[src/rtl/dataflow_stream_sched_pkg.sv]
// Shared types and error codes for the round-robin scheduler in front of one dataflow_stream generator.
package dataflow_stream_sched_pkg;

    typedef enum logic [1:0] {
        S_IDLE   = 2'd0,
        S_ISSUE  = 2'd1,
        S_STREAM = 2'd2
    } dataflow_stream_sched_state_t;

    localparam logic [15:0] RT_DATAFLOW_STREAM_SCHED_ZERO_STEP     = 16'h0A01;
    localparam logic [15:0] RT_DATAFLOW_STREAM_SCHED_STRAY_OUTPUT  = 16'h0A02;

endpackage

[src/rtl/dataflow_stream_sched_if.sv]
// Requester, generator and consumer handshake bundle; master is the scheduler, slave is the surrounding fabric.
interface dataflow_stream_sched_if #(
    parameter int WIDTH   = 32,
    parameter int NUM_REQ = 4
) ();

    logic [NUM_REQ-1:0]            req_valid;
    logic [NUM_REQ-1:0]            req_ready;
    logic [NUM_REQ-1:0][WIDTH-1:0] req_start;
    logic [NUM_REQ-1:0][WIDTH-1:0] req_step;
    logic [NUM_REQ-1:0][WIDTH-1:0] req_bound;

    logic             gen_start_valid, gen_step_valid, gen_bound_valid;
    logic             gen_start_ready, gen_step_ready, gen_bound_ready;
    logic [WIDTH-1:0] gen_start_data,  gen_step_data,  gen_bound_data;

    logic             gen_index_valid, gen_cont_valid;
    logic             gen_index_ready, gen_cont_ready;
    logic [WIDTH-1:0] gen_index_data;
    logic             gen_cont_data;

    logic [NUM_REQ-1:0] out_index_valid, out_cont_valid;
    logic [NUM_REQ-1:0] out_index_ready, out_cont_ready;
    logic [WIDTH-1:0]   out_index_data;
    logic               out_cont_data;

    modport master (
        input  req_valid, req_start, req_step, req_bound,
        output req_ready,
        output gen_start_valid, gen_step_valid, gen_bound_valid,
        output gen_start_data, gen_step_data, gen_bound_data,
        input  gen_start_ready, gen_step_ready, gen_bound_ready,
        input  gen_index_valid, gen_cont_valid, gen_index_data, gen_cont_data,
        output gen_index_ready, gen_cont_ready,
        output out_index_valid, out_cont_valid, out_index_data, out_cont_data,
        input  out_index_ready, out_cont_ready
    );

    modport slave (
        output req_valid, req_start, req_step, req_bound,
        input  req_ready,
        input  gen_start_valid, gen_step_valid, gen_bound_valid,
        input  gen_start_data, gen_step_data, gen_bound_data,
        output gen_start_ready, gen_step_ready, gen_bound_ready,
        output gen_index_valid, gen_cont_valid, gen_index_data, gen_cont_data,
        input  gen_index_ready, gen_cont_ready,
        input  out_index_valid, out_cont_valid, out_index_data, out_cont_data,
        output out_index_ready, out_cont_ready
    );

endinterface

[src/rtl/fabric_rr_arbiter.sv]
// Combinational round-robin arbiter: first set request at or above ptr, wrapping around.
module fabric_rr_arbiter #(
    parameter  int NUM_REQ = 4,
    localparam int GID_W   = $clog2(NUM_REQ)
) (
    input  logic [NUM_REQ-1:0] req,
    input  logic [GID_W-1:0]   ptr,
    output logic [NUM_REQ-1:0] grant_onehot,
    output logic [GID_W-1:0]   grant_id,
    output logic               any
);

    logic [GID_W-1:0] v_cand;

    // NOTE: every output gets a default before the search so no path leaves a value held (no latch).
    always_comb begin
        grant_onehot = '0;
        grant_id     = '0;
        any          = 1'b0;
        v_cand       = '0;
        // Walk from the farthest offset down so the nearest requester above ptr is written last.
        for (int off = NUM_REQ - 1; off >= 0; off--) begin
            v_cand = GID_W'((int'(ptr) + off) % NUM_REQ);
            if (req[v_cand]) begin
                grant_onehot         = '0;
                grant_onehot[v_cand] = 1'b1;
                grant_id             = v_cand;
                any                  = 1'b1;
            end
        end
    end

endmodule

[src/rtl/dataflow_stream_sched.sv]
// Time-shares one dataflow_stream generator among NUM_REQ requesters; one loop per grant, round-robin.
module dataflow_stream_sched
    import dataflow_stream_sched_pkg::*;
#(
    parameter  int WIDTH   = 32,
    parameter  int NUM_REQ = 4,
    localparam int GID_W   = $clog2(NUM_REQ)
) (
    input  logic                    clk,
    input  logic                    rst_n,
    dataflow_stream_sched_if.master bus,
    output logic [GID_W-1:0]        grant_id,
    output logic                    busy,
    output logic                    error_valid,
    output logic [15:0]             error_code
);

    dataflow_stream_sched_state_t r_state;
    logic [GID_W-1:0] r_rr_ptr;
    logic [GID_W-1:0] r_grant_id;
    logic [WIDTH-1:0] r_saved_start, r_saved_step, r_saved_bound;
    logic             r_issue_valid;
    logic             r_busy;
    logic             r_error_valid;
    logic [15:0]      r_error_code;

    logic [NUM_REQ-1:0] w_arb_onehot;
    logic [GID_W-1:0]   w_arb_id;
    logic [GID_W-1:0]   w_ptr_next;
    logic               w_arb_any;
    logic               w_can_accept;
    logic               w_accept;
    logic               w_zero_step;
    logic               w_zero_accept;
    logic               w_issue_fire;
    logic               w_last_fire;
    logic               w_stray;

    fabric_rr_arbiter #(.NUM_REQ(NUM_REQ)) u_arb (
        .req          (bus.req_valid),
        .ptr          (r_rr_ptr),
        .grant_onehot (w_arb_onehot),
        .grant_id     (w_arb_id),
        .any          (w_arb_any)
    );

    // rst_n gates acceptance so req_ready reads 0 while reset is held.
    assign w_can_accept  = rst_n && (r_state == S_IDLE);
    assign bus.req_ready = w_can_accept ? w_arb_onehot : '0;
    assign w_accept      = w_can_accept && w_arb_any;
    assign w_zero_step   = (bus.req_step[w_arb_id] == '0);
    assign w_zero_accept = w_accept && w_zero_step;
    assign w_ptr_next    = (w_arb_id == GID_W'(NUM_REQ - 1)) ? '0 : w_arb_id + 1'b1;

    assign w_issue_fire = r_issue_valid && bus.gen_start_ready && bus.gen_step_ready && bus.gen_bound_ready;
    assign w_last_fire  = (r_state == S_STREAM)
                        && bus.gen_index_valid && bus.gen_index_ready
                        && bus.gen_cont_valid  && bus.gen_cont_ready
                        && !bus.gen_cont_data;
    assign w_stray      = (bus.gen_index_valid || bus.gen_cont_valid) && (r_state != S_STREAM);

    assign bus.gen_start_valid = r_issue_valid;
    assign bus.gen_step_valid  = r_issue_valid;
    assign bus.gen_bound_valid = r_issue_valid;
    assign bus.gen_start_data  = r_saved_start;
    assign bus.gen_step_data   = r_saved_step;
    assign bus.gen_bound_data  = r_saved_bound;

    assign bus.out_index_data = bus.gen_index_data;
    assign bus.out_cont_data  = bus.gen_cont_data;

    always_comb begin
        bus.out_index_valid = '0;
        bus.out_cont_valid  = '0;
        bus.gen_index_ready = 1'b0;
        bus.gen_cont_ready  = 1'b0;
        if (r_state == S_STREAM) begin
            bus.out_index_valid[r_grant_id] = bus.gen_index_valid;
            bus.out_cont_valid[r_grant_id]  = bus.gen_cont_valid;
            bus.gen_index_ready             = bus.out_index_ready[r_grant_id];
            bus.gen_cont_ready              = bus.out_cont_ready[r_grant_id];
        end
    end

    // NOTE: registers use non-blocking assignments; the asynchronous reset clears them as soon as rst_n falls.
    always_ff @(posedge clk or negedge rst_n) begin
        if (!rst_n) begin
            r_state       <= S_IDLE;
            r_rr_ptr      <= '0;
            r_grant_id    <= '0;
            r_saved_start <= '0;
            r_saved_step  <= '0;
            r_saved_bound <= '0;
            r_issue_valid <= 1'b0;
            r_busy        <= 1'b0;
            r_error_valid <= 1'b0;
            r_error_code  <= '0;
        end else begin
            // First error sticks until reset; a zero-step accept outranks a same-cycle stray output.
            if (!r_error_valid && (w_zero_accept || w_stray)) begin
                r_error_valid <= 1'b1;
                r_error_code  <= w_zero_accept ? RT_DATAFLOW_STREAM_SCHED_ZERO_STEP
                                               : RT_DATAFLOW_STREAM_SCHED_STRAY_OUTPUT;
            end
            case (r_state)
                S_IDLE: begin
                    if (w_accept) begin
                        r_saved_start <= bus.req_start[w_arb_id];
                        r_saved_step  <= bus.req_step[w_arb_id];
                        r_saved_bound <= bus.req_bound[w_arb_id];
                        r_grant_id    <= w_arb_id;
                        r_rr_ptr      <= w_ptr_next;
                        // A zero step would never terminate the generator, so it is consumed here.
                        if (!w_zero_step) begin
                            r_state       <= S_ISSUE;
                            r_issue_valid <= 1'b1;
                            r_busy        <= 1'b1;
                        end
                    end
                end
                S_ISSUE: begin
                    if (w_issue_fire) begin
                        r_state       <= S_STREAM;
                        r_issue_valid <= 1'b0;
                    end
                end
                S_STREAM: begin
                    if (w_last_fire) begin
                        r_state <= S_IDLE;
                        r_busy  <= 1'b0;
                    end
                end
                default: begin
                    r_state       <= S_IDLE;
                    r_issue_valid <= 1'b0;
                    r_busy        <= 1'b0;
                end
            endcase
        end
    end

    assign grant_id    = r_grant_id;
    assign busy        = r_busy;
    assign error_valid = r_error_valid;
    assign error_code  = r_error_code;

endmodule

[src/flat_wrapper.sv]
// flat-port wrapper written by rule: the top's interface ports become plain ports
module dataflow_stream_sched_flat import dataflow_stream_sched_pkg::*;
#(
    parameter  int WIDTH   = 32,
    parameter  int NUM_REQ = 4,
    localparam int GID_W   = $clog2(NUM_REQ)
)
  (clk, rst_n, grant_id, busy, error_valid, error_code, bus_req_valid, bus_req_start, bus_req_step, bus_req_bound, bus_req_ready, bus_gen_start_valid, bus_gen_step_valid, bus_gen_bound_valid, bus_gen_start_data, bus_gen_step_data, bus_gen_bound_data, bus_gen_start_ready, bus_gen_step_ready, bus_gen_bound_ready, bus_gen_index_valid, bus_gen_cont_valid, bus_gen_index_data, bus_gen_cont_data, bus_gen_index_ready, bus_gen_cont_ready, bus_out_index_valid, bus_out_cont_valid, bus_out_index_data, bus_out_cont_data, bus_out_index_ready, bus_out_cont_ready);
  dataflow_stream_sched_if #(.WIDTH(WIDTH), .NUM_REQ(NUM_REQ)) bus_i ();
  input  logic clk;
  input  logic rst_n;
  output logic [GID_W-1:0] grant_id;
  output logic busy;
  output logic error_valid;
  output logic [15:0] error_code;
  input wire logic [$bits(bus_i.req_valid)-1:0] bus_req_valid;
  input wire logic [$bits(bus_i.req_start)-1:0] bus_req_start;
  input wire logic [$bits(bus_i.req_step)-1:0] bus_req_step;
  input wire logic [$bits(bus_i.req_bound)-1:0] bus_req_bound;
  output wire logic [$bits(bus_i.req_ready)-1:0] bus_req_ready;
  output wire logic [$bits(bus_i.gen_start_valid)-1:0] bus_gen_start_valid;
  output wire logic [$bits(bus_i.gen_step_valid)-1:0] bus_gen_step_valid;
  output wire logic [$bits(bus_i.gen_bound_valid)-1:0] bus_gen_bound_valid;
  output wire logic [$bits(bus_i.gen_start_data)-1:0] bus_gen_start_data;
  output wire logic [$bits(bus_i.gen_step_data)-1:0] bus_gen_step_data;
  output wire logic [$bits(bus_i.gen_bound_data)-1:0] bus_gen_bound_data;
  input wire logic [$bits(bus_i.gen_start_ready)-1:0] bus_gen_start_ready;
  input wire logic [$bits(bus_i.gen_step_ready)-1:0] bus_gen_step_ready;
  input wire logic [$bits(bus_i.gen_bound_ready)-1:0] bus_gen_bound_ready;
  input wire logic [$bits(bus_i.gen_index_valid)-1:0] bus_gen_index_valid;
  input wire logic [$bits(bus_i.gen_cont_valid)-1:0] bus_gen_cont_valid;
  input wire logic [$bits(bus_i.gen_index_data)-1:0] bus_gen_index_data;
  input wire logic [$bits(bus_i.gen_cont_data)-1:0] bus_gen_cont_data;
  output wire logic [$bits(bus_i.gen_index_ready)-1:0] bus_gen_index_ready;
  output wire logic [$bits(bus_i.gen_cont_ready)-1:0] bus_gen_cont_ready;
  output wire logic [$bits(bus_i.out_index_valid)-1:0] bus_out_index_valid;
  output wire logic [$bits(bus_i.out_cont_valid)-1:0] bus_out_cont_valid;
  output wire logic [$bits(bus_i.out_index_data)-1:0] bus_out_index_data;
  output wire logic [$bits(bus_i.out_cont_data)-1:0] bus_out_cont_data;
  input wire logic [$bits(bus_i.out_index_ready)-1:0] bus_out_index_ready;
  input wire logic [$bits(bus_i.out_cont_ready)-1:0] bus_out_cont_ready;
  assign bus_i.req_valid = bus_req_valid;
  assign bus_i.req_start = bus_req_start;
  assign bus_i.req_step = bus_req_step;
  assign bus_i.req_bound = bus_req_bound;
  assign bus_req_ready = bus_i.req_ready;
  assign bus_gen_start_valid = bus_i.gen_start_valid;
  assign bus_gen_step_valid = bus_i.gen_step_valid;
  assign bus_gen_bound_valid = bus_i.gen_bound_valid;
  assign bus_gen_start_data = bus_i.gen_start_data;
  assign bus_gen_step_data = bus_i.gen_step_data;
  assign bus_gen_bound_data = bus_i.gen_bound_data;
  assign bus_i.gen_start_ready = bus_gen_start_ready;
  assign bus_i.gen_step_ready = bus_gen_step_ready;
  assign bus_i.gen_bound_ready = bus_gen_bound_ready;
  assign bus_i.gen_index_valid = bus_gen_index_valid;
  assign bus_i.gen_cont_valid = bus_gen_cont_valid;
  assign bus_i.gen_index_data = bus_gen_index_data;
  assign bus_i.gen_cont_data = bus_gen_cont_data;
  assign bus_gen_index_ready = bus_i.gen_index_ready;
  assign bus_gen_cont_ready = bus_i.gen_cont_ready;
  assign bus_out_index_valid = bus_i.out_index_valid;
  assign bus_out_cont_valid = bus_i.out_cont_valid;
  assign bus_out_index_data = bus_i.out_index_data;
  assign bus_out_cont_data = bus_i.out_cont_data;
  assign bus_i.out_index_ready = bus_out_index_ready;
  assign bus_i.out_cont_ready = bus_out_cont_ready;
  dataflow_stream_sched #(.WIDTH(WIDTH), .NUM_REQ(NUM_REQ)) u_core (.clk(clk), .rst_n(rst_n), .bus(bus_i), .grant_id(grant_id), .busy(busy), .error_valid(error_valid), .error_code(error_code));
endmodule
[config.mk]
export PLATFORM = sky130hd
export DESIGN_NAME = dataflow_stream_sched_flat
export DESIGN_NICKNAME = d
export VERILOG_FILES = /design/src/rtl/dataflow_stream_sched_pkg.sv /design/src/rtl/dataflow_stream_sched_if.sv /design/src/rtl/fabric_rr_arbiter.sv /design/src/rtl/dataflow_stream_sched.sv /design/src/flat_wrapper.sv
export SDC_FILE = /design/constraint.sdc
export NUM_CORES = 1
export LEC_CHECK = 0
export CORE_AREA = 3 3 231 233
export CTS_BUF_LIST = sky130_fd_sc_hd__clkbuf_4 sky130_fd_sc_hd__clkbuf_8 sky130_fd_sc_hd__clkbuf_16
export CTS_CLUSTER_DIAMETER = 60
export DETAILED_ROUTE_END_ITERATION = 7
export DIE_AREA = 0 0 234 236
export HOLD_SLACK_MARGIN = 0.1
export PLACE_DENSITY_LB_ADDON = 0.12
export SYNTH_ARGS = -nofsm -noshare
export SYNTH_HDL_FRONTEND = slang
export SYNTH_SLANG_ARGS = --single-unit
export TNS_END_PERCENT = 100
[constraint.sdc]
create_clock -name clk -period 3.36 [get_ports clk]
set_input_delay 0.504 -clock clk [delete_from_list [all_inputs] [get_ports clk]]
set_output_delay 0.504 -clock clk [all_outputs]
set_load 0.005 [all_outputs]
======== After elaboration in Yosys (flattened, before gate mapping) ========
Cells that the tools add are included.
storage, ports and cells
  bits in registers ....................... 121
  input bits .............................. 436
  output and inout bits ................... 166
  bits in read-only memories .............. 0
  RAM bits ................................ 0
  memories kept ........................... 0
  logic and storage cells ................. 123
  latch bits .............................. 0
cells by class
  reductions and logical operators ........ 28
  divide/modulo/power cells ............... 0
  $lt $le $gt $ge ......................... 11
  multipliers ............................. 0
  shift-type cells ........................ 0
  equal/unequal tests ..................... 8
  multiplexer cells ....................... 58
  bitwise gates (word level) .............. 4
  $add $sub $neg .......................... 4
operators by type and width
  cell                   number
  $bmux W32 S2           3
  $mux W32               3
  $logic_not A32 Y1      1
  $mux W4                7
  $mux W1                21
  $mux W2                10
  $logic_and A1 B1 Y1    18
  $lt A2 B3 Y1 const B   6
  $bmux W1 S2            6
  $reduce_and A4 Y1      3
  $demux W1 S2           5
  $ge A2 B1 Y1 const B   5
  $and A4 B4 Y4          2
  $ne A2 B1 Y1 const B   3
  $pmux W1 S3            2
  $pmux W2 S3            1
  $add A2 B1 Y2 const B  2
  $add A2 B2 Y2 const B  2
  $eq A2 B2 Y1 const B   2
  $ne A2 B2 Y1 const B   2
  $eq A2 B1 Y1 const B   1
  $logic_not A1 Y1       2
  $logic_not A2 Y1       1
  $logic_or A1 B1 Y1     2
  other kinds (2)        3

======== Logic depth before layout (Yosys ltp) ========
Gate-level depths: netlist of the first run.
  word-level depth ........................ 13
  depth in mapped cells ................... 15
  gate-level depth less buffers ........... 10

======== By module ========
A second synthesis of the first run with hierarchy kept.
unflattened totals
  cell total of the unflattened synthesis .. 721
  area, all modules ....................... 7576.0 sq um
by module, submodules not included
  module                 area each (sq um)  seq. area each (sq um)  cells each  times used
  dataflow_stream_sched  7066.8             2677.6                  660         1
  fabric_rr_arbiter      509.2              0.0                     61          1

======== Least setup slack after synthesis of the first run ========
No wires, ideal clock.
  kind .................................... reg2reg
  start point ............................. register u_core.r_rr_ptr[1]
  end point ............................... register u_core.r_state[0]
  setup time .............................. 126 ps
  period minus slack after synthesis ...... 3486 ps
  stages on the path, launching flop included .. 12
  required time ........................... 3234 ps
  setup slack ............................. -126 ps
  path buffers ............................ 1
  arrival ................................. 3360 ps
  cell sequence ........................... dfrtp_1 inv_1 ha_1 inv_1 mux2_4 o21bai_2 a22oi_4 buf_6 mux4_2 nor4_4 nand2_2 a221o_1
on the way
  word-level cells in the longest chain between the ends .. 12
  elaborated cells between the ends (all ways) .. 26
  classes of those cells .................. add/sub: 3; eq/ne: 2; mux: 18; reduce/logical: 3
RTL lines
  what                             line                          text
  from (decl)                      dataflow_stream_sched.sv:19   logic [GID_W-1:0] r_rr_ptr;
  from (signal assigned)           dataflow_stream_sched.sv:112  r_rr_ptr <= w_ptr_next;
  $add A2 B2 Y2                    fabric_rr_arbiter.sv:23       v_cand = GID_W'((int'(ptr) + off) % NUM_REQ);
  $bmux W1 S2                      fabric_rr_arbiter.sv:24       if (req[v_cand]) begin
  $mux W1 (not written as such)    fabric_rr_arbiter.sv:24
  $mux W2 (4 in series)            fabric_rr_arbiter.sv:24
  $bmux W32 S2                     dataflow_stream_sched.sv:51   assign w_zero_step = (bus.req_step[w_arb_id] == '0);
  $mux W32 (not written as such)   dataflow_stream_sched.sv:51
  $logic_not A32 Y1                dataflow_stream_sched.sv:51
  $ne A2 B2 Y1 (no line)           -
  $reduce_and A4 Y1 (no line) (*)  -
  to (signal assigned)             dataflow_stream_sched.sv:88   r_state <= S_IDLE;
  to (signal assigned)             dataflow_stream_sched.sv:115  r_state <= S_ISSUE;
  to (signal assigned)             dataflow_stream_sched.sv:123  r_state <= S_STREAM;
  to (decl)                        dataflow_stream_sched.sv:18   dataflow_stream_sched_state_t r_state;
Every way passes the cells marked *; elsewhere a longest branch is shown, timed or not. The select of a mux whose other input is x is not followed.
A chain may end at the register's enable or synchronous reset.

======== Final worst setup path of the first run ========
  start point ............................. input port bus_req_valid[3]
  end point ............................... register u_core.r_state[0]
on the way
  word-level cells in the longest chain between the ends .. 11
  elaborated cells between the ends (all ways) .. 23
  classes of those cells .................. eq/ne: 2; mux: 18; reduce/logical: 3
RTL lines
  what                             line                         text
  from (decl)                      flat_wrapper.sv:16           input wire logic [$bits(bus_i.req_valid)-1:0] bus_req_valid;
  $bmux W1 S2                      fabric_rr_arbiter.sv:24
  $mux W1 (not written as such)    fabric_rr_arbiter.sv:24
  $mux W2 (4 in series)            fabric_rr_arbiter.sv:24
  $bmux W32 S2                     dataflow_stream_sched.sv:51
  $mux W32 (not written as such)   dataflow_stream_sched.sv:51
  $logic_not A32 Y1                dataflow_stream_sched.sv:51
  $ne A2 B2 Y1 (no line)           -
  $reduce_and A4 Y1 (no line) (*)  -
Marked as above.

==> flow_metrics.env, run 1 <==
export IMPL_drt_pre_antenna_iters=5
export IMPL_rr_worst_depth=10
export IMPL_coreArea_sq_um=51400
export IMPL_vdd_ir_drop_max_v=0.000782
export IMPL_pin_count=602
export IMPL_post_route_cell_area_sq_um=14600
export IMPL_pwr_share_comb_pct=71.4
export IMPL_hp_class="flop to flop"
export IMPL_total_leakage_power_nw=6.18
export IMPL_post_place_ws_ns=-0.460
export IMPL_p_int_mw=6.47
export IMPL_place_inst=2287
export IMPL_rsz0062_at_grt="true"
export IMPL_route_detailed_drc=0
export IMPL_areaGrowthSynthToFinish_pct=80.3
export IMPL_dieArea_sq_um=55200
export IMPL_power_density_nw_per_um2=823
export IMPL_yosys_cell_types_count=47
export IMPL_path_clk_slew_ns=0.07
export IMPL_wl_mm=43.1
export IMPL_synthArstFlopShare_pct=100
export IMPL_grt_overflow_total=0
export IMPL_slew_headroom_pct=37.3
export IMPL_clock_skew_ns=0.00787
export IMPL_rows=83
export IMPL_r2r_end="u_core.r_state[0]"
export IMPL_crit_start="bus_req_valid[3]"
export IMPL_r2r_slack_ns=0.01
export IMPL_setup_slack_ns=-0.00530
export IMPL_synth_top_area_share_pct=33.2
export IMPL_worst_path_max_fanout=9
export IMPL_cts_buffers=9
export IMPL_min_path_cells=2
export IMPL_drive_gt1_share_pct=8.24
export IMPL_synth_area_leaders="dfrtp_1, nand2_1, o21ai_0"
export IMPL_yosysWarnings=0
export IMPL_cp_data_required_time_ns=3.63
export IMPL_dp_hpwl_mm=34.3
export IMPL_final_hold_viol_count=0
export IMPL_fin_crit_sh_pct=100
export IMPL_utilization_pct=28.3
export IMPL_yosysMostFrequentCell="nand2_1"
export IMPL_cts_sinks=107
export IMPL_status="complete, but fails checks"
export IMPL_syn_area_per_cell_sq_um=7.10
export IMPL_clockBufferDepth=2
export IMPL_synth_commonest_cells="nand2_1, o21ai_0, dfrtp_1"
export IMPL_power_switching_mw=5.51
export IMPL_syn_area_sq_um=8070
export IMPL_antenna_found_initial=7
export IMPL_viasPerCell=4.07
export IMPL_final_nets=2067
export IMPL_htreeDepth=3
export IMPL_finalNonFillerCells=2310
export IMPL_die_w_microns=234
export IMPL_ys_ff_latch=107
export IMPL_synth_top_flop_cell="dfrtp_1"
export IMPL_synthCells=1137
export IMPL_min_period_ns=3.37
export IMPL_cts_root_buf="clkbuf_16"
export IMPL_p_seq_share_pct=18.7
export IMPL_grt_usage_pct=15.0
export IMPL_routabilityCongestion=0.776
export IMPL_synth_edf_count=0
export IMPL_final_max_slew_viol_count=0
export IMPL_insertion_delay_ns=0.38
export IMPL_start_util_pct=15.7
export IMPL_layout_area_seq_sq_um=2680
export IMPL_clockPowerShare_pct=9.9
export IMPL_die_h_microns=236
export IMPL_grt_max_degree=83
export IMPL_grt_pass1_vias=9669
export IMPL_critPathKind="primary input to flop"
export IMPL_portBuffers=525
export IMPL_num_vias=9394
export IMPL_drt_iter0_markers=342
export IMPL_fill_cells=5637
export IMPL_wl_per_cell_microns=18.6
export IMPL_multiInputGateArea_sq_um=4740
export IMPL_holdWs_ns=0.478
export IMPL_ys_seq_area_share_pct=33.2
export IMPL_cp_endpoint="u_core.r_state[0]"
export IMPL_violations="setup timing"
export IMPL_swShare_pct=46.0
export IMPL_ant_nets=0
export IMPL_cts_tree="built"
export IMPL_worst_pin_slew_ns=0.941
export IMPL_grt_pass1_wl_mm=61.7
export IMPL_setup_viol=2
export IMPL_reg2reg_from="u_core.r_rr_ptr[0]"
export IMPL_synth_top_area_cell="dfrtp_1"
export IMPL_place_area_sq_um=14100
export IMPL_cap_violations=0
export IMPL_end_kind="flop"
export IMPL_max_freq_ghz=0.297
export IMPL_cp_start_kind="primary input"
export IMPL_arrival_ns=3.63
## cell families after synthesis
logic type / share of synthesized area [%]
flops: 33.2
other cells: 0.0465
simple gates: 31.8
xor+xnor: 0.109
fa+ha+maj: 1.09
compound gates: 13.8
buf+inv: 9.24
mux: 10.8
## sequential cells by signal (all words and copies together), names as in the netlist
name / count
u_core.error_code: 3
u_core.bus.gen_step_data: 32
u_core.grant_id: 2
u_core.bus.gen_bound_data: 32
u_core.bus.gen_start_data: 32
u_core.r_rr_ptr: 2
u_core.busy: 1
u_core.r_state: 2
u_core.bus.gen_bound_valid: 1
## how the worst min path moves through the flow
stage	start	end	slack, ns
floorplan	rst_n	u_core.bus.gen_bound_data[0]	0.21
global placement	rst_n	u_core.bus.gen_bound_data[31]	0.42
detailed placement	rst_n	u_core.bus.gen_bound_data[8]	0.43
CTS	u_core.bus.gen_step_data[29]	u_core.bus.gen_step_data[29]	0.49
global route	u_core.bus.gen_start_data[1]	u_core.bus.gen_start_data[1]	0.51
finish	u_core.bus.gen_bound_data[6]	u_core.bus.gen_bound_data[6]	0.48
## final cells by class
type	instances	area share, %
multi-input cells	901	32.6
repair buffers	592	40.7
clock buffers	11	1.74
inverters	13	0.353
diodes	3	0.0516
well taps	680	5.85
flip-flops and latches	107	18.4
clock inverters	3	0.327
## worst max-delay path: stages
cell and delay [ns]:
clkdlybuf4s50_1 0.47, mux2_4 0.32, mux2_4 0.31, o21bai_4 0.19
a22oi_4 0.19, buf_12 0.17, mux4_1 0.62, nor4_4 0.34
nand2_2 0.14, a221o_1 0.36
## metal layers
layer	part of all wire (%)	up-vias	GRT usage [%]
met2	52	272	27.5
met3	6.7	46	4.34
met5	0.056	-	0
met4	1.6	4	3.67
li1	-	4713	-
met1	39	4359	16.9
## timing repair
item	CTS	global route
setup endpoints to repair	9	37
pin swaps	3	2
buffers inserted	1	2
hold buffers	1	0
gates resized for setup	9	3
endpoints found under the hold margin	20	0
gates cloned	0	2
## power groups by stage
stage / registers, mW / clock network [mW] / logic, mW
final: 2.24 / 1.18 / 8.55
after global routing: 2.34 / 1.30 / 9.55
after CTS: 2.26 / 1.26 / 8.55
after detailed placement: 2.28 / 0 / 8.49
after global placement: 2.27 / 0 / 8.48
after floorplan: 2.27 / 0 / 4.71
## per-stage QoR
stage / power, mW / setup TNS [ns]
detailed placement: 10.8 / -12.96
global placement: 10.7 / -10.19
CTS: 12.1 / -0.0847
floorplan: 6.98 / 0
global route: 13.2 / -0.472
finish: 12.0 / -0.00679
## cell usage in the layout, fill, tap and decap left out, types with 3 or more instances in the layout
cell	count
nor2_1	8
mux4_2	13
ha_1	6
clkdlybuf4s50_1	520
mux2_4	3
conb_1	12
diode_2	3
buf_6	4
clkbuf_16	11
dlygate4sd2_1	4
buf_4	52
mux2i_1	26
nand3_1	85
a21oi_1	5
inv_1	9
buf_12	8
a211o_1	4
nand2_1	496
nor4_1	16
dfrtp_1	107
inv_2	3
nor4_4	3
mux2_2	19
o21ai_0	165
a221oi_1	4
No activity file was read; power rests on OpenSTA's default activity.
==> inputs of run 2 (changes only) <==
--- a/config.mk
+++ b/config.mk
@@ -5,11 +5,12 @@
 export SDC_FILE = /design/constraint.sdc
 export NUM_CORES = 1
 export LEC_CHECK = 0
-export CORE_AREA = 3 3 231 233
+export CORE_AREA = 2 2 237 239
 export CTS_BUF_LIST = sky130_fd_sc_hd__clkbuf_4 sky130_fd_sc_hd__clkbuf_8 sky130_fd_sc_hd__clkbuf_16
 export CTS_CLUSTER_DIAMETER = 60
 export DETAILED_ROUTE_END_ITERATION = 7
-export DIE_AREA = 0 0 234 236
+export DIE_AREA = 0 0 239 241
+export GPL_TIMING_DRIVEN = 0
 export HOLD_SLACK_MARGIN = 0.1
 export PLACE_DENSITY_LB_ADDON = 0.12
 export SYNTH_ARGS = -nofsm -noshare
==> flow_metrics.env, run 2 (synthesis gave the netlist of run 1 again) <==
export IMPL_status="complete, but fails checks"
export IMPL_violations="setup timing"
export IMPL_wl_per_cell_microns=21.4
export IMPL_areaGrowthSynthToFinish_pct=90.7
export IMPL_final_nets=2187
export IMPL_power_density_nw_per_um2=855
export IMPL_rows=86
export IMPL_post_route_cell_area_sq_um=15400
export IMPL_cts_sinks=107
export IMPL_final_hold_viol_count=0
export IMPL_clockBufferDepth=2
export IMPL_critPathKind="flop to flop"
export IMPL_drt_met1_wl_mm=21.2
export IMPL_coreArea_sq_um=54900
export IMPL_die_h_microns=241
export IMPL_setup_slack_ns=-0.0196
export IMPL_routabilityCongestion=0.849
export IMPL_r2r_slack_ns=-0.02
export IMPL_final_cell_mix="clkdlybuf4s50_1, nand2_1, o21ai_0"
export IMPL_setup_viol=1
export IMPL_pwr_share_comb_pct=74.3
export IMPL_clockPowerShare_pct=8.6
export IMPL_p_int_mw=6.59
export IMPL_antenna_found_initial=9
export IMPL_power_switching_mw=6.57
export IMPL_utilization_pct=28.0
export IMPL_min_period_ns=3.38
export IMPL_grt_max_degree=73
export IMPL_htreeDepth=3
export IMPL_num_vias=10200
export IMPL_final_max_slew_viol_count=0
export IMPL_hp_class="flop to flop"
export IMPL_insertion_delay_ns=0.39
export IMPL_routed_wl_met2_mm=27.4
export IMPL_cp_start_kind="flop"
export IMPL_total_leakage_power_nw=6.63
export IMPL_layout_cells_most_common="clkdlybuf4s50_1"
export IMPL_start_util_pct=14.7
export IMPL_rsz0062_at_grt="true"
export IMPL_portBuffers=557
export IMPL_pin_count=602
export IMPL_place_area_sq_um=14600
export IMPL_dp_hpwl_mm=42.4
export IMPL_cts_tree="built"
export IMPL_wl_mm=52.6
export IMPL_grt_usage_pct=17.6
export IMPL_ant_nets=0
export IMPL_path_clk_slew_ns=0.08
export IMPL_clock_skew_ns=0.0121
export IMPL_drt_pre_antenna_iters=5
export IMPL_cap_violations=0
export IMPL_worst_pin_slew_ns=0.892
export IMPL_drt_iter0_markers=360
export IMPL_swShare_pct=49.9
export IMPL_vdd_ir_drop_max_v=0.000298
export IMPL_arrival_ns=3.65
export IMPL_drive_gt1_share_pct=11.7
export IMPL_cp_data_required_time_ns=3.63
export IMPL_cts_buffers=9
export IMPL_die_w_microns=239
export IMPL_wl_met3_mm=3.40
export IMPL_top_layer="met5"
export IMPL_fin_crit_sh_pct=101
export IMPL_slew_headroom_pct=40.0
export IMPL_post_place_ws_ns=-2.19
export IMPL_viasPerCell=4.14
export IMPL_p_seq_share_pct=17.1
export IMPL_end_kind="flop"
export IMPL_grt_overflow_total=0
export IMPL_grt_pass1_wl_mm=72.9
export IMPL_worst_path_max_fanout=8
export IMPL_route_detailed_drc=0
export IMPL_dieArea_sq_um=57600
export IMPL_max_freq_ghz=0.296
export IMPL_grt_pass1_vias=10400
export IMPL_cts_root_buf="clkbuf_16"
==> run 2: cell count changes in the layout (fill, tap and decap cells not counted), sizes merged <==
cell,delta
buf,+33
bufinv,-1
clkbuf,+55
clkdlybuf4s50,+28
clkinv,+2
clkinvlp,+1
diode,-1
dlygate4sd2,-2
dlymetal6s2s,+6
==> run 2: power groups by stage <==
stage | clock (mW) | combinational [mW] | sequential, mW
finish | 1.13 | 9.78 | 2.25
floorplan | 0 | 4.71 | 2.27
global placement | 0 | 9.31 | 2.26
CTS | 1.20 | 9.86 | 2.26
global route | 1.23 | 10.8 | 2.34
detailed placement | 0 | 9.31 | 2.28
==> run 2: critical path, cell delays in order, from the launching register on <==
cell	delay [ns]
dfrtp_2	0.39
buf_12	0.14
clkinv_8	0.06
ha_4	0.27
inv_2	0.05
mux2_4	0.32
o21bai_4	0.19
a22oi_4	0.23
buf_12	0.18
mux4_2	0.56
nor4_4	0.32
nand2_2	0.15
o41a_1	0.38
==> run 2: metal layers <==
layer / global-route usage [%] / vias to the layer above
met5: 0 / -
met4: 2.67 / 12
met3: 5.04 / 25
met2: 32.6 / 312
met1: 20.4 / 4849
li1: - / 4964
==> run 2: final timing paths <==
check                                                 to                          from  cells past startpoint
max                                 u_core.error_code[1]            u_core.r_rr_ptr[0]                     12
min                         u_core.bus.gen_bound_data[6]  u_core.bus.gen_bound_data[6]                      2
max reg2reg                         u_core.error_code[1]            u_core.r_rr_ptr[0]                     12
min reg2reg                 u_core.bus.gen_bound_data[6]  u_core.bus.gen_bound_data[6]                      2
max in group asynchronous   u_core.bus.gen_step_data[15]                         rst_n                      3
min in group asynchronous  u_core.bus.gen_bound_data[19]                         rst_n                      3
==> run 2: repair_timing <==
action | CTS | global route
buffers inserted | 18 | 7
hold buffers | 2 | 0
endpoints found under the setup margin | 102 | 42
pin swaps | 8 | 10
endpoints found under the hold margin | 37 | 0
gates resized for setup | 64 | 41
==> run 2: area by class of cell <==
cell class / count / area, sq um
Fill cell: 6043 / 39500
Timing Repair Buffer: 585 / 5860
Multi-Input combinational cell: 901 / 4790
Sequential cell: 107 / 2680
Tap cell: 704 / 881
Buffer: 127 / 828
Clock buffer: 11 / 246
Inverter: 13 / 63.8
Clock inverter: 5 / 35.0
Antenna cell: 2 / 5.00
==> run 2: stage by stage <==
step | instances | hold slack, ns | power [mW] | setup TNS [ns]
6_report | 2455 | 0.480 | 13.2 | -0.0196
5_1_grt | 2453 | 0.512 | 14.4 | -0.421
4_1_cts | 2446 | 0.488 | 13.3 | -0.0829
3_5_place_dp | 2410 | 0.451 | 11.6 | -148.41
3_3_place_gp | 2409 | 0.462 | 11.6 | -1085.67
2_1_floorplan | 1148 | 0.208 | 6.98 | 0
==> inputs of run 3 (changes only) <==
--- a/config.mk
+++ b/config.mk
@@ -5,6 +5,7 @@
 export SDC_FILE = /design/constraint.sdc
 export NUM_CORES = 1
 export LEC_CHECK = 0
+export CAP_MARGIN = 30
 export CORE_AREA = 2 2 237 239
 export CTS_BUF_LIST = sky130_fd_sc_hd__clkbuf_4 sky130_fd_sc_hd__clkbuf_8 sky130_fd_sc_hd__clkbuf_16
 export CTS_CLUSTER_DIAMETER = 60
==> constraint.sdc (replaced) <==
create_clock -name clk -period 3.36 [get_ports clk]
set_input_delay 0.672 -clock clk [delete_from_list [all_inputs] [get_ports clk]]
set_output_delay 0.672 -clock clk [all_outputs]
set_load 0.005 [all_outputs]
==> flow_metrics.env, run 3 (synthesis gave the netlist of run 1 again) <==
export IMPL_coreArea_sq_um=54900
export IMPL_wl_per_cell_microns=21.2
export IMPL_antenna_found_initial=11
export IMPL_rsz0062_at_grt="true"
export IMPL_worst_pin_slew_ns=0.885
export IMPL_violations="setup timing"
export IMPL_drt_iter0_markers=343
export IMPL_die_h_microns=241
export IMPL_setup_slack_ns=-0.00386
export IMPL_grt_max_degree=73
export IMPL_total_leakage_power_nw=6.54
export IMPL_cap_violations=0
export IMPL_end_kind="flop"
export IMPL_post_place_ws_ns=-1.95
export IMPL_utilization_pct=27.9
export IMPL_dp_hpwl_mm=42.8
export IMPL_p_int_mw=6.54
export IMPL_grt_usage_pct=17.6
export IMPL_hp_class="primary input to asynchronous set/reset pin"
export IMPL_cts_root_buf="clkbuf_16"
export IMPL_crit_chain="buf_12 -> inv_8 -> ha_4 -> inv_2 -> mux2_4 -> o21bai_4 -> a22oi_4 -> buf_12 -> mux4_2 -> nor4_4 -> nand2_2 -> o41a_1"
export IMPL_max_freq_ghz=0.297
export IMPL_cp_data_required_time_ns=3.63
export IMPL_pwr_share_comb_pct=74.2
export IMPL_final_nets=2185
export IMPL_portBuffers=557
export IMPL_status="complete, but fails checks"
export IMPL_wl_mm=52.1
export IMPL_setup_viol=1
export IMPL_drt_pre_antenna_iters=4
export IMPL_worst_path_max_fanout=8
export IMPL_grt_pass1_vias=10600
export IMPL_fill_cells=6065
export IMPL_cts_buffers=9
export IMPL_final_hold_viol_count=0
export IMPL_ant_nets=0
export IMPL_cp_start_kind="flop"
export IMPL_htreeDepth=3
export IMPL_drive_gt1_share_pct=11.5
export IMPL_routabilityCongestion=0.849
export IMPL_route_detailed_drc=0
export IMPL_start_util_pct=14.7
export IMPL_layout_cells_most_common="clkdlybuf4s50_1"
export IMPL_crit_path_top_delay_cell="mux4_2"
export IMPL_arrival_ns=3.63
export IMPL_final_cell_mix="clkdlybuf4s50_1, nand2_1, o21ai_0"
export IMPL_power_switching_mw=6.47
export IMPL_pin_count=602
export IMPL_dieArea_sq_um=57600
export IMPL_grt_pass1_wl_mm=72.9
export IMPL_insertion_delay_ns=0.38
export IMPL_power_density_nw_per_um2=849
export IMPL_clockPowerShare_pct=8.6
export IMPL_min_period_ns=3.36
export IMPL_num_vias=10100
export IMPL_p_total_mw=13.0
export IMPL_max_stage_delay_ns=0.57
export IMPL_cts_tree="built"
export IMPL_clock_skew_ns=0.0101
export IMPL_grt_overflow_total=0
export IMPL_critPathKind="flop to flop"
export IMPL_cts_sinks=107
export IMPL_crit_family="multiplexers"
export IMPL_rows=86
export IMPL_final_max_slew_viol_count=0
export IMPL_path_clk_slew_ns=0.08
export IMPL_swShare_pct=49.7
export IMPL_areaGrowthSynthToFinish_pct=89.8
export IMPL_die_w_microns=239
export IMPL_clockBufferDepth=2
export IMPL_fin_crit_sh_pct=100
export IMPL_viasPerCell=4.11
export IMPL_slew_headroom_pct=40.5
export IMPL_cpMostUsedCell="buf_12"
export IMPL_cp_num_buf_inv=4
export IMPL_p_seq_share_pct=17.3
export IMPL_vdd_ir_drop_max_v=0.000266
## run 3: cell types whose count changed in the layout (fill, tap and decap cells not counted), sizes merged
cell | before | now
buf | 98 | 97
clkbuf | 68 | 67
clkinv | 3 | 1
clkinvlp | 1 | 2
diode | 2 | 8
dlygate4sd2 | 2 | 8
dlygate4sd3 | 1 | 0
dlymetal6s2s | 6 | 0
inv | 14 | 15
## run 3: through the flow
stage               setup TNS [ns]  cells  hold WS (ns)  cell area, sq um
floorplan                        0   1148         0.376              8130
detailed placement         -143.16   2413         0.469             14700
finish                    -0.00386   2458         0.186             15300
global route                -0.240   2452         0.185             15300
global placement          -1122.80   2409         0.462             14600
CTS                        -0.0901   2447         0.175             15200
## run 3: routing by layer
metal / up-vias / wire [microns] / global-route usage (%)
li1: 4972 / - / -
met1: 4786 / 21000 / 20.5
met2: 300 / 27300 / 32.5
met3: 29 / 3340 / 4.77
met4: 14 / 405 / 2.84
met5: - / 91 / 0
## run 3: cell type report
cell class | count | area, sq um | share of cell area [%]
Tap cell | 704 | 881 | 5.75
Inverter | 13 | 58.8 | 0.384
Timing Repair Buffer | 584 | 5840 | 38.1
Sequential cell | 107 | 2680 | 17.5
Clock inverter | 5 | 37.5 | 0.245
Clock buffer | 10 | 239 | 1.56
Multi-Input combinational cell | 901 | 4760 | 31.1
Antenna cell | 8 | 20.0 | 0.131
Buffer | 126 | 800 | 5.22
## run 3: final timing paths
kind / to / slack, ns / startpoint / cells after the start
min in group clk: u_core.bus.gen_start_data[5] / 0.48 / u_core.bus.gen_start_data[5] / 2
max in group asynchronous: u_core.r_rr_ptr[0] / 2.38 / rst_n / 2
max: u_core.error_code[1] / -0.004 / u_core.r_rr_ptr[0] / 12
min: u_core.bus.gen_bound_data[20] / 0.19 / rst_n / 1
max reg2reg: u_core.error_code[1] / -0.004 / u_core.r_rr_ptr[0] / 12
min reg2reg: u_core.bus.gen_start_data[5] / 0.48 / u_core.bus.gen_start_data[5] / 2
## run 3: power groups by stage
stage	clock [mW]	combinational [mW]	sequential (mW)
floorplan	0	4.71	2.27
global placement	0	9.31	2.26
detailed placement	0	9.37	2.28
CTS	1.19	9.89	2.25
global route	1.23	10.8	2.33
finish	1.11	9.65	2.25
## run 3: what timing repair did
item | 4_1_cts | 5_1_grt
resized for setup | 67 | 21
pin swaps | 12 | 7
endpoints found under the setup margin | 103 | 71
hold buffers | 0 | 0
setup buffers | 20 | 3
==> variant 1 (config.mk and constraints of run 1) <==
Reset style: synchronous (`rst_n`), changed in one clocked block. Comments in the files are not updated.
--- a/src/rtl/dataflow_stream_sched.sv
+++ b/src/rtl/dataflow_stream_sched.sv
@@ -83,7 +83,7 @@
     end
 
     // NOTE: registers use non-blocking assignments; the asynchronous reset clears them as soon as rst_n falls.
-    always_ff @(posedge clk or negedge rst_n) begin
+    always_ff @(posedge clk) begin
         if (!rst_n) begin
             r_state       <= S_IDLE;
             r_rr_ptr      <= '0;
Function: changed (Yosys sat finds a counterexample within 4 cycles, from zero or initial values and one cycle with rst_n low; the reset may be asserted at any time).
==> variant 1 against run 1 <==
- sequential power shrank 12%
- core utilization shrank 0.68 points
- fmax grew 1.0%
- design area shrank 2.4%
- sequential cell count is the same
- sequential share of layout area shrank 3.3 points
- combinational power shrank 17%
- total power shrank 14%
- setup slack gained 33 ps
- highest routed layer is now met4
- synthesized area shrank 9.3%
- count of clock-buffer cells in the layout shrank 2
- final cell count shrank 5.7%
- wire length shrank 2.8%
- via count shrank 7.1%
==> variant 1: results (changes against run 1) <==
- Post-synth ARST share: 0% (was 100%)
- Synth top area share: 29.3% (was 33.2%)
- VDD IR-drop max: 453 µV (was 782 µV)
- R2R Path Start: u_core.r_rr_ptr[0] (unchanged)
- Placed Cells incl. Taps: 2,133 (was 2,287)
- Largest net degree at the start of global routing: 93 (was 83)
- Status: complete, no violations (was complete, but fails checks)
- Fill cells: 5,618 (was 5,637)
- CP max-delay cell: mux4_2 (was mux4_1)
- Met1 GRT Util: 14.9% (was 16.9%)
- Worst hold margin: 470 ps (was 478 ps)
- GRT Total Usage: 14.5% (was 15.0%)
- FF-to-FF setup slack: 30 ps (was 10 ps)
- Synth cell count leaders: nand2_1, o21ai_0, dfxtp_1 (was nand2_1, o21ai_0, dfrtp_1)
- R2R cell count: 14 (was 10)
- Global-route met3 utilization: 6.16% (was 4.34%)
- Synthesized area: 7320 µm² (was 8070 µm²)
- Launch point of the worst hold path: u_core.busy (was u_core.bus.gen_bound_data[6])
- Reg2reg end: u_core.bus.gen_bound_valid (was u_core.r_state[0])
- First-pass GRT wire length: 59,100 µm (was 61,700 µm)
- Inverters: 6 (was 13)
- Met2 Routed Length: 21,000 µm (was 22,600 µm)
- # diodes: 2 (was 3)
- Met3 WL: 4390 µm (was 2880 µm)
- Multi-input gates: 754 (was 901)
- Clock Pin Slew Worst Setup and Hold Paths: 100 ps (was 70 ps)
[variant 1: cell count changes in the layout (fill, tap and decap cells not counted), sizes merged, moves of 5 or more]
cell | run 1 | this run
o21ai | 165 | 130
mux2i | 26 | 105
a21oi | 5 | 83
nor4 | 20 | 3
dfxtp | 0 | 107
nor2 | 9 | 17
nand4 | 1 | 9
dfrtp | 107 | 0
inv | 14 | 9
mux2 | 22 | 33
buf | 65 | 87
mux4 | 15 | 5
nand2 | 497 | 229
[variant 1: cell families (layout without fill, tap and decap cells)]
| logic type | after synthesis | count (layout) | share of synthesized area [%] |
|---|---|---|---|
| and+or+nand+nor | 362 | 363 | 21.6 |
| AOI/OAI and AO/OA | 228 | 228 | 16.4 |
| muxes | 143 | 143 | 21.0 |
| buffers and inverters | 133 | 636 | 10.3 |
| DFF | 107 | 107 | 29.3 |
| adders and majority gates | 7 | 7 | 1.20 |
| other | 1 | 14 | 0.0513 |
| xor gates and xnor gates | 1 | 1 | 0.120 |
==> variant 2 (flow settings as in run 1) <==
Made on the original files. `WIDTH` is set to 32 in 3 places; all go to 16.
--- a/src/rtl/dataflow_stream_sched_if.sv
+++ b/src/rtl/dataflow_stream_sched_if.sv
@@ -1,6 +1,6 @@
 // Requester, generator and consumer handshake bundle; master is the scheduler, slave is the surrounding fabric.
 interface dataflow_stream_sched_if #(
-    parameter int WIDTH   = 32,
+    parameter int WIDTH   = 16,
     parameter int NUM_REQ = 4
 ) ();
 
--- a/src/rtl/dataflow_stream_sched.sv
+++ b/src/rtl/dataflow_stream_sched.sv
@@ -2,7 +2,7 @@
 module dataflow_stream_sched
     import dataflow_stream_sched_pkg::*;
 #(
-    parameter  int WIDTH   = 32,
+    parameter  int WIDTH   = 16,
     parameter  int NUM_REQ = 4,
     localparam int GID_W   = $clog2(NUM_REQ)
 ) (
--- a/src/flat_wrapper.sv
+++ b/src/flat_wrapper.sv
@@ -1,7 +1,7 @@
 // flat-port wrapper written by rule: the top's interface ports become plain ports
 module dataflow_stream_sched_flat import dataflow_stream_sched_pkg::*;
 #(
-    parameter  int WIDTH   = 32,
+    parameter  int WIDTH   = 16,
     parameter  int NUM_REQ = 4,
     localparam int GID_W   = $clog2(NUM_REQ)
 )
Ports: changed (8 resized); port bits go from 602 to 330. No check against the original RTL was run, so the function may have changed too.
==> variant 2 against run 1 <==
- global-route usage fell by 6.9 points
- wire length fell by 48%
- design area fell by 42%
- synthesized area fell by 43%
- sequential cell count fell by 48
- via count fell by 52%
- setup slack improved by 150 ps
- largest cell class unchanged
- critical path depth rose by 1
Power is left out: it rests on default switching activity, and per cell area and clock period it moved more than threefold.
==> variant 2: results (changes against run 1) <==
- Routed length per instance: 15.1 µm (was 18.6 µm)
- Seq/Total Area, Yosys: 32.0% (was 33.2%)
- Slew Viols, Final: 0 (unchanged)
- Worst path max stage delay: 510 ps (was 620 ps)
- Gp weighted congestion: 0.717 (was 0.776)
- Vias per inst: 3.10 (was 4.07)
- Clock H-tree levels: 3 (unchanged)
- Drt first pass iters: 4 (was 5)
- Multiplexer share of the synthesized area: 30.6% (was 10.8%)
- WL final: 22,200 µm (was 43,100 µm)
- Num CTS Buffers: 9 (unchanged)
- Nets: 1,024 (was 2,067)
- Layout cell share with drive strength beyond 1: 12.5% (was 8.24%)
- Predominant post-synthesis flop cell: dfrtp_1 (unchanged)
- Clock buffer depth: 2 (unchanged)
- XOR/XNOR Fraction of Synth Area: 0% (was 0.109%)
- Synth Area in Adders: 2.17% (was 1.09%)
- Clock Pin Slew Worst Setup and Hold Paths: 50 ps (was 70 ps)
- # diodes: 0 (was 3)
- Port bufs: 285 (was 525)
- First-pass GRT wire length: 32,600 µm (was 61,700 µm)
- Critical path arrival: 2720 ps (was 3630 ps)
- Max FO, Critical Path: 4 (was 9)
- Hold Crit Class: primary input to asynchronous set/reset pin (was register to register)
- Vias in the first global route: 5,023 (was 9,669)
- Area contributors post-synth: dfrtp_1, mux2i_1, mux2_2 (was dfrtp_1, nand2_1, o21ai_0)
- FF-to-FF setup slack: 250 ps (was 10 ps)
- Synth Instances: 515 (was 1,137)
- Detailed Route Iter0 Violations: 108 (was 342)
- Clock skew: 9.21 ps (was 7.87 ps)
- Synth cell count leaders: nand2_1, mux2i_1, o21ai_1 (was nand2_1, o21ai_0, dfrtp_1)
- Top Family by Delay on Critical Path: buffers and inverters (was multiplexers)
- Reg2reg end: u_core.r_state[0] (unchanged)
- Post-synth ARST share: 100% (unchanged)
- R2R cell count: 12 (was 10)
- Post-Place Setup Slack: -336 ps (was -460 ps)
- Synth cell types: 42 (was 47)
- Initial antenna violation count: 0 (was 7)
- GRT Total Usage: 8.08% (was 15.0%)
- Worst skew pair latency: 350 ps (was 380 ps)
- Layout Area Growth over Synthesis: 84.2% (was 80.3%)
- Placed Cells incl. Taps: 1,456 (was 2,287)
- R2R Path Start: u_core.r_rr_ptr[1] (was u_core.r_rr_ptr[0])
- Status: complete, no violations (was complete, but fails checks)
- Ys Warns: 0 (unchanged)
- Post-synthesis compound-gate area fraction: 11.9% (was 13.8%)
- Root Buffer Master: clkbuf_16 (unchanged)
- Largest net degree at the start of global routing: 70 (was 83)
- Detail Placement HPWL: 17,600 µm (was 34,300 µm)
- CP max-delay cell: clkdlybuf4s50_1 (was mux4_1)
- Worst-margin pin slew: 921 ps (was 941 ps)
[variant 2: cell count changes after synthesis, moves of 48 or more]
cell / run 1 / this run
o21ai_0: 165 / 8
mux2i_1: 26 / 87
o21ai_1: 0 / 69
nand2_1: 496 / 100
nand3_1: 87 / 0
dfrtp_1: 107 / 59
[variant 2: how the worst max path moves through the flow]
stage	slack, ps	cells past startpoint	from	end
2_1_floorplan	500	13	u_core.r_rr_ptr[1]	u_core.error_code[9]
3_3_place_gp	-300	13	bus_req_valid[1]	u_core.r_state[0]
3_5_place_dp	-340	13	bus_req_valid[1]	u_core.r_state[0]
4_1_cts	1	11	u_core.r_rr_ptr[0]	bus_req_ready[0]
5_1_grt	4	11	bus_req_valid[3]	bus_req_ready[0]
6_report	140	11	bus_req_valid[3]	bus_req_ready[1]
[variant 2: logic make-up after synthesis]
group / Yosys count
simple gates: 138
mux: 133
compound gates: 100
buf+inv: 76
flops: 59
fa+ha+maj: 8
other cells: 1
[variant 2: per-stage QoR]
stage	setup TNS, ps	area, µm²	hold WS (ps)	utilization, %
floorplan	0	4650	208	-
global placement	-1640	8210	466	16.0
detailed placement	-1840	8210	475	16.0
CTS	0	8470	247	16.5
global route	0	8490	273	16.5
finish	0	8490	252	16.5
[variant 2: repair_timing]
item	in CTS	in global routing
resized for setup	1	7
setup endpoints to repair	4	10
buffers inserted	0	1
[variant 2: layout make-up]
cell class,count,area [µm²]
inverters,6,23.8
clock inverters,3,17.5
fillers,5814,42900
repair buffers,321,3170
flip-flops and latches,59,1480
multi-input cells,391,2710
clock buffers,10,239
well taps,680,851
[variant 2: metal layers]
| layer | track usage, % | routed length (µm) |
|---|---|---|
| met1 | 8.74 | 8890 |
| met2 | 14.3 | 11300 |
| met3 | 2.80 | 1530 |
| met4 | 3.23 | 535 |
| met5 | 0 | 0 |
